<file path="config.mk">
export PLATFORM = sky130hd
export DESIGN_NAME = grad_window
export DESIGN_NICKNAME = d
export VERILOG_FILES = /design/src/rtl/grad_window.sv
export SDC_FILE = /design/constraint.sdc
export NUM_CORES = 1
export LEC_CHECK = 0
export CAP_MARGIN = 20
export CORE_MARGIN = 8
export CORE_UTILIZATION = 45
export CTS_BUF_LIST = sky130_fd_sc_hd__clkbuf_4 sky130_fd_sc_hd__clkbuf_8 sky130_fd_sc_hd__clkbuf_16
export DETAILED_ROUTE_END_ITERATION = 7
export PLACE_DENSITY = 0.66
export SYNTH_ARGS = -nofsm -noshare
export SYNTH_HDL_FRONTEND = slang
export SYNTH_SLANG_ARGS = --single-unit
export TNS_END_PERCENT = 100
</file>
<file path="constraint.sdc">
create_clock -name clk -period 3.4 [get_ports clk]
set_input_delay 0.34 -clock clk [delete_from_list [all_inputs] [get_ports clk]]
set_output_delay 0.34 -clock clk [all_outputs]
set_load 0.01 [all_outputs]
</file>
<file path="src/rtl/grad_window.sv">
`timescale 1ns/1ps
// grad_window: builds the 4-neighbour cross {top, bottom, left, right} around
// every interior pixel of a raster-order stream, using two line buffers and a
// few delay registers. Output is a single-entry register that passes through
// on accept.
module grad_window #(
    parameter int PIX_W = 8,
    parameter int IMG_W = 64,
    parameter int IMG_H = 128
) (
    input  logic               clk,
    input  logic               rst_n,
    input  logic [PIX_W-1:0]   in_pixel,
    input  logic               in_valid,
    output logic               in_ready,
    output logic [4*PIX_W-1:0] out_pixel,
    output logic               out_valid,
    input  logic               out_ready,
    output logic               out_last
);
    localparam int XW = (IMG_W > 1) ? $clog2(IMG_W) : 1;
    localparam int YW = (IMG_H > 1) ? $clog2(IMG_H) : 1;
    localparam logic [XW-1:0] X_LAST = XW'(IMG_W - 1);
    localparam logic [YW-1:0] Y_LAST = YW'(IMG_H - 1);

    // lb1 holds row y-1, lb2 holds row y-2, both indexed by column
    logic [PIX_W-1:0] lb1 [IMG_W];
    logic [PIX_W-1:0] lb2 [IMG_W];

    logic [XW-1:0]    x_reg;
    logic [YW-1:0]    y_reg;
    logic [PIX_W-1:0] prev_in_reg;
    logic [PIX_W-1:0] r1_d1_reg;
    logic [PIX_W-1:0] r1_d2_reg;
    logic [PIX_W-1:0] r2_d1_reg;

    logic [PIX_W-1:0]   r1;
    logic [PIX_W-1:0]   r2;
    logic               xfer;
    logic               emit;
    logic               x_wrap;
    logic               frame_end;
    logic [PIX_W-1:0]   field [4];
    logic [4*PIX_W-1:0] window_next;

    assign in_ready  = !out_valid || out_ready;
    assign xfer      = in_valid && in_ready;
    assign x_wrap    = (x_reg == X_LAST);
    assign frame_end = x_wrap && (y_reg == Y_LAST);
    // Only interior centres produce a window: need two rows and two columns seen
    assign emit      = xfer && (y_reg >= YW'(2)) && (x_reg >= XW'(2));

    // Line buffers are read before the write of the same transfer
    assign r1 = lb1[x_reg];
    assign r2 = lb2[x_reg];

    // Cross fields in output order, top first
    assign field[0] = r2_d1_reg;    // P(y-2, x-1)
    assign field[1] = prev_in_reg;  // P(y,   x-1)
    assign field[2] = r1_d2_reg;    // P(y-1, x-2)
    assign field[3] = r1;           // P(y-1, x)

    generate
        for (genvar gi = 0; gi < 4; gi++) begin : g_pack
            assign window_next[(4-gi)*PIX_W-1 -: PIX_W] = field[gi];
        end
    endgenerate

    // Line buffer shift: new pixel into lb1, the displaced row-above pixel into lb2
    always_ff @(posedge clk) begin
        if (xfer) begin
            lb1[x_reg] <= in_pixel;
            lb2[x_reg] <= r1;
        end
    end

    // Raster counters and delay registers, advanced only on a transfer
    always_ff @(posedge clk or negedge rst_n) begin
        if (!rst_n) begin
            x_reg       <= '0;
            y_reg       <= '0;
            prev_in_reg <= '0;
            r1_d1_reg   <= '0;
            r1_d2_reg   <= '0;
            r2_d1_reg   <= '0;
        end else if (xfer) begin
            x_reg       <= x_wrap ? '0 : x_reg + XW'(1);
            if (x_wrap) begin
                y_reg <= (y_reg == Y_LAST) ? '0 : y_reg + YW'(1);
            end
            prev_in_reg <= in_pixel;
            r1_d1_reg   <= r1;
            r1_d2_reg   <= r1_d1_reg;
            r2_d1_reg   <= r2;
        end
    end

    // Output register: load a new window, otherwise drop valid once accepted
    always_ff @(posedge clk or negedge rst_n) begin
        if (!rst_n) begin
            out_valid <= 1'b0;
            out_last  <= 1'b0;
            out_pixel <= '0;
        end else if (emit) begin
            out_valid <= 1'b1;
            out_last  <= frame_end;
            out_pixel <= window_next;
        end else if (out_valid && out_ready) begin
            out_valid <= 1'b0;
            out_last  <= 1'b0;
        end
    end
endmodule
</file>
# Word level (Yosys, flattened, before mapping)
# Memory sizes are Yosys's and may differ from the RTL's. A register that Yosys moved wholly into a read port is not among the register bits.
# Index checks and enable logic that the tools add are counted.
# op_classes
n_reduce_logical	10
muxes	7
add_sub_neg	2
magnitude_cmp	2
n_eq_ne	2
# op_table
cell	n
adder 7 x 1 -> 7 bit, second input constant	1
equality test 7 bit, second input constant	1
>= comparator 7 x 2 -> 1 bit, second input constant	1
two-way mux 7 bit	1
adder 6 x 1 -> 6 bit, second input constant	1
equality test 6 bit, second input constant	1
>= comparator 6 x 2 -> 1 bit, second input constant	1
two-way mux 6 bit	1
logical AND 1 bit	5
two-way mux 1 bit	5
logical NOT 1 bit	2
AND reduction 2 bit	1
nonzero test 2 bit	1
logical OR 1 bit	1
# word_totals
regBits	71
output_inout_bits	35
ram_bits	1024
word_cells	33
inputBits	12
mem_count	2
# memory_table
memory	words	width	rd	rd_clocked_by_memory_dff	wr	line	text
lb1	64	8	1	0	1	27	logic [PIX_W-1:0] lb1 [IMG_W];
lb2	64	8	1	1	1	28	logic [PIX_W-1:0] lb2 [IMG_W];

# Depth between registers and ports, before layout
# depth
depth_word	6
mapped_depth	12
depth_no_buf	7

# Least setup slack after synthesis
# No wires, ideal clock.
# synth_timing
path_kind	flip-flop to flip-flop
startpoint	register x_reg[0]
endpoint	register out_pixel[7]
path_stages_with_launch	10
arrival_time_ns	3.437
required_time_ns	3.265
setup_ns	0.135
slack_ns	-0.171
period_less_slack_ns	3.571
path_cell_list	dfrtp_1 -> buf_6 -> buf_6 -> and2_4 -> buf_4 -> a221oi_1 -> o22ai_1 -> a2111oi_2 -> nand4_1 -> mux2_2
# synth_lines
element	line	text
from (decl)	30	logic [XW-1:0] x_reg;
from (signal assigned)	87	x_reg <= x_wrap ? '0 : x_reg + XW'(1);
memory read (64 x 8 bit)	n/a	
net r1[7]	37	logic [PIX_W-1:0] r1;
to (signal assigned)	107	out_pixel <= window_next;
to (decl)	16	output logic [4*PIX_W-1:0] out_pixel,
# The timed path passes the listed nets, and every way through them passes these cells.
# A chain may end at the register's enable or synchronous reset.

# Worst setup path after layout
# layout_timing
startpoint	register x_reg[2]
endpoint	memory lb2[45][2] (data pin)
# layout_via
elab_chain_cells	1
# layout_lines
element	line
memory read (64 x 8 bit)	n/a
net r1[2]	37
to (decl)	28
# The timed path passes the listed nets, and every way through them passes these cells.

==> metrics.yaml <==
sta:
  slew_viol_final: 0
  min_period_over_period: 1.01
  finalClockSkew_ns: 0.0519
  worst_slew_pin_slew_ns: 1.14
  fmax_mhz: 292
  rsz0062_at_grt: "false"
  hold_ws_ns: 0.145
  fin_ws_ns: -0.0231
  max_slew_margin: 0.236
  setup_viol: 53
  hold_viol_final: 0
  min_period_ns: 3.42
detailed_routing:
  drtAntennaViolNets: 0
  dr.pass1.iters: 6
  via_per_inst: 6.42
  drt-initial-drc-count: 4195
  vias: 27288
  wl_per_cell_um: 33.4
  routed_wl_um: 142000
  drc_errors: 0
floorplan:
  die_area_um2: 106000
  rows: 113
  initial_core_util: 0.455
  die_w_um: 326
  ioPinCount: 47
  die_h_um: 326
  core_um2: 95200
finish:
  stdcell_area_um2: 51800
  regArea_um2: 32700
  nets: 2906
  layout_common_cells: "edfxtp_1, buf_4, nand2_1"
  reg.largest.list: "lb1: 512 flops, lb2: 512 flops, out_pixel: 32 flops"
  area_growth_pct: 19.5
  fill_cells: 7309
  final_common_cell: "edfxtp_1"
  drive_gt1_frac: 0.237
  multi_input_area_um2: 9730
clock_tree:
  cts_tree: "yes"
  numClockSinks: 1103
  clk_latency_ns: 0.72
  clk_pin_slew_ns: 0.06
  htreeDepth: 3
  clockBufferDepth: 3
  clock-root-buffer: "clkbuf_16"
  cts_made_buffers: 110
grt:
  antenna_found_initial: 7
  grtUsageMet2: 0.394
  busiest_layer: "met2"
  grt_max_degree: 74
  grt_util_all_layers: 0.258
  grt_pass1_wl_um: 199000
  use_met3: 0.0625
  grt_pass1_vias: 26391
  grt_overflow: 0
  met1_usage: 0.346
place:
  portBuffers: 46
  place_area_um2: 47700
  dpl.hpwl_um: 90600
  gp_congestion: 0.994
  place_ws_ns: -0.100
synth:
  syn_inst: 2577
  synth-edff-count: 1024
  synth_top_area_frac: 0.710
  yosysSeqAreaShare: 0.756
  synth_nets: 2593
  post_synth_num_cell_types: 78
  yosysTopAreaCell: "edfxtp_1"
  ys.flop_type: "edfxtp_1"
  ys_async_sr_fraction: 0.0716
  ys_warn_count: 0
  synth.avg_cell_area_um2: 16.8
  ys_seq_elements: 1103
  yosys-top-cells-area: "edfxtp_1, dfrtp_1, mux4_2"
  syn_area_um2: 43300
min_path:
  hold_path.class: "primary input to flop"
  holdPathStages: 1
setup_path:
  reg2reg_slack_ns: -0.02
  end_kind: "flop"
  r2r_cells: 9
  critPathRequiredTime_ns: 3.81
  crit_path_start_kind: "flop"
  crit_fanout: 24
  crit_arrival_ns: 3.83
  crit_type: "flop to flop"
power_and_ir_drop:
  ir_drop_uv: 678
  p_leak_nw: 17.6
  p_total_w: 0.0463
  p_per_area_nw_per_um2: 895
run_status:
  status: "complete, but fails checks"
  violations: "negative setup slack"
flow_run:
  drv_cap: 0
-- worst max-delay path, cell delays in order (launching register included) --
cell and delay (ns):
dfrtp_4 0.56, buf_4 0.21, nor2b_4 0.24, buf_12 0.23
a22oi_1 0.52, o22a_1 0.23, o2111ai_1 0.14, nor4b_2 0.47
nand2_2 0.24, buf_12 0.22
-- per-layer routing --
metal  up-vias  wire [um]
met5         -         20
met1     13921      53000
met2      1965      63400
met4         2       8450
li1      11015          -
met3       385      16900
-- timing repair --
action | in CTS | in global routing
hold buffers | 2 | 0
hold endpoints to repair | 68 | 0
pin swaps | 1 | 2
cloned | 1 | 0
setup buffers | 0 | 17
endpoints found under the setup margin | 192 | 259
resized for setup | 4 | 9
-- through the flow --
step | utilization | setup TNS (ns) | cells
after floorplan | - | -0.444 | 2577
after global placement | 0.501 | -6.04 | 4022
after detailed placement | 0.501 | -9.99 | 4023
after CTS | 0.542 | 0 | 4229
after global routing | 0.544 | 0 | 4246
final | 0.544 | -0.667 | 4248
-- final cells by class --
type / instances / share of cell area
Sequential cell: 1103 / 0.633
Multi-Input combinational cell: 1275 / 0.188
Timing Repair Buffer: 387 / 0.0733
Clock buffer: 139 / 0.0588
Tap cell: 1265 / 0.0306
Clock inverter: 64 / 0.0158
Inverter: 13 / 0.000943
Antenna cell: 2 / 0.0000967
-- power breakdown --
part	leakage (nW)	total (W)	switching, W	internal (W)
registers	10.2	0.0182	0.000388	0.0178
logic	5.44	0.0154	0.0101	0.00530
clock network	1.87	0.0127	0.00517	0.00757
total	17.6	0.0463	0.0157	0.0307
-- Yosys cell counts (17+ instances only) --
master / instances
o22ai_1: 47
mux2_2: 58
a22o_1: 35
dfrtp_1: 79
nand2_1: 190
o21ai_0: 50
edfxtp_1: 1024
nand3_1: 36
a31oi_1: 17
buf_2: 76
nand3b_1: 32
mux4_2: 54
clkbuf_1: 65
nor2_1: 122
a22oi_1: 76
buf_1: 23
a21oi_1: 72
a221o_1: 21
mux2i_1: 109
a221oi_1: 92
a211oi_1: 27
nor2b_1: 17
-- cells by family (layout without fill, tap and decap cells) --
family	after synthesis	in the layout	synth area share
simple gates	502	503	0.0568
xor+xnor	5	5	0.00101
fa+ha+maj	4	4	0.00116
mux	223	223	0.0693
other cells	0	2	0
buf+inv	200	603	0.0227
flops	1103	1103	0.756
compound gates	540	540	0.0934
-- path summary, 6_finish.rpt --
kind | startpoint | endpoint
max in group asynchronous | rst_n | r1_d2_reg[0]$_DFFE_PN0P_
min in group asynchronous | rst_n | out_last$_DFFE_PN0P_
worst max register to register | x_reg[2]$_DFFE_PN0P_ | lb2[45][2]$_DFFE_PP_
worst max-delay path | x_reg[2]$_DFFE_PN0P_ | lb2[45][2]$_DFFE_PP_
worst min-delay path | in_pixel[3] | lb1[11][3]$_DFFE_PP_
worst min register to register | r1_d1_reg[1]$_DFFE_PN0P_ | r1_d2_reg[1]$_DFFE_PN0P_
(Power assumes the default switching activity.)
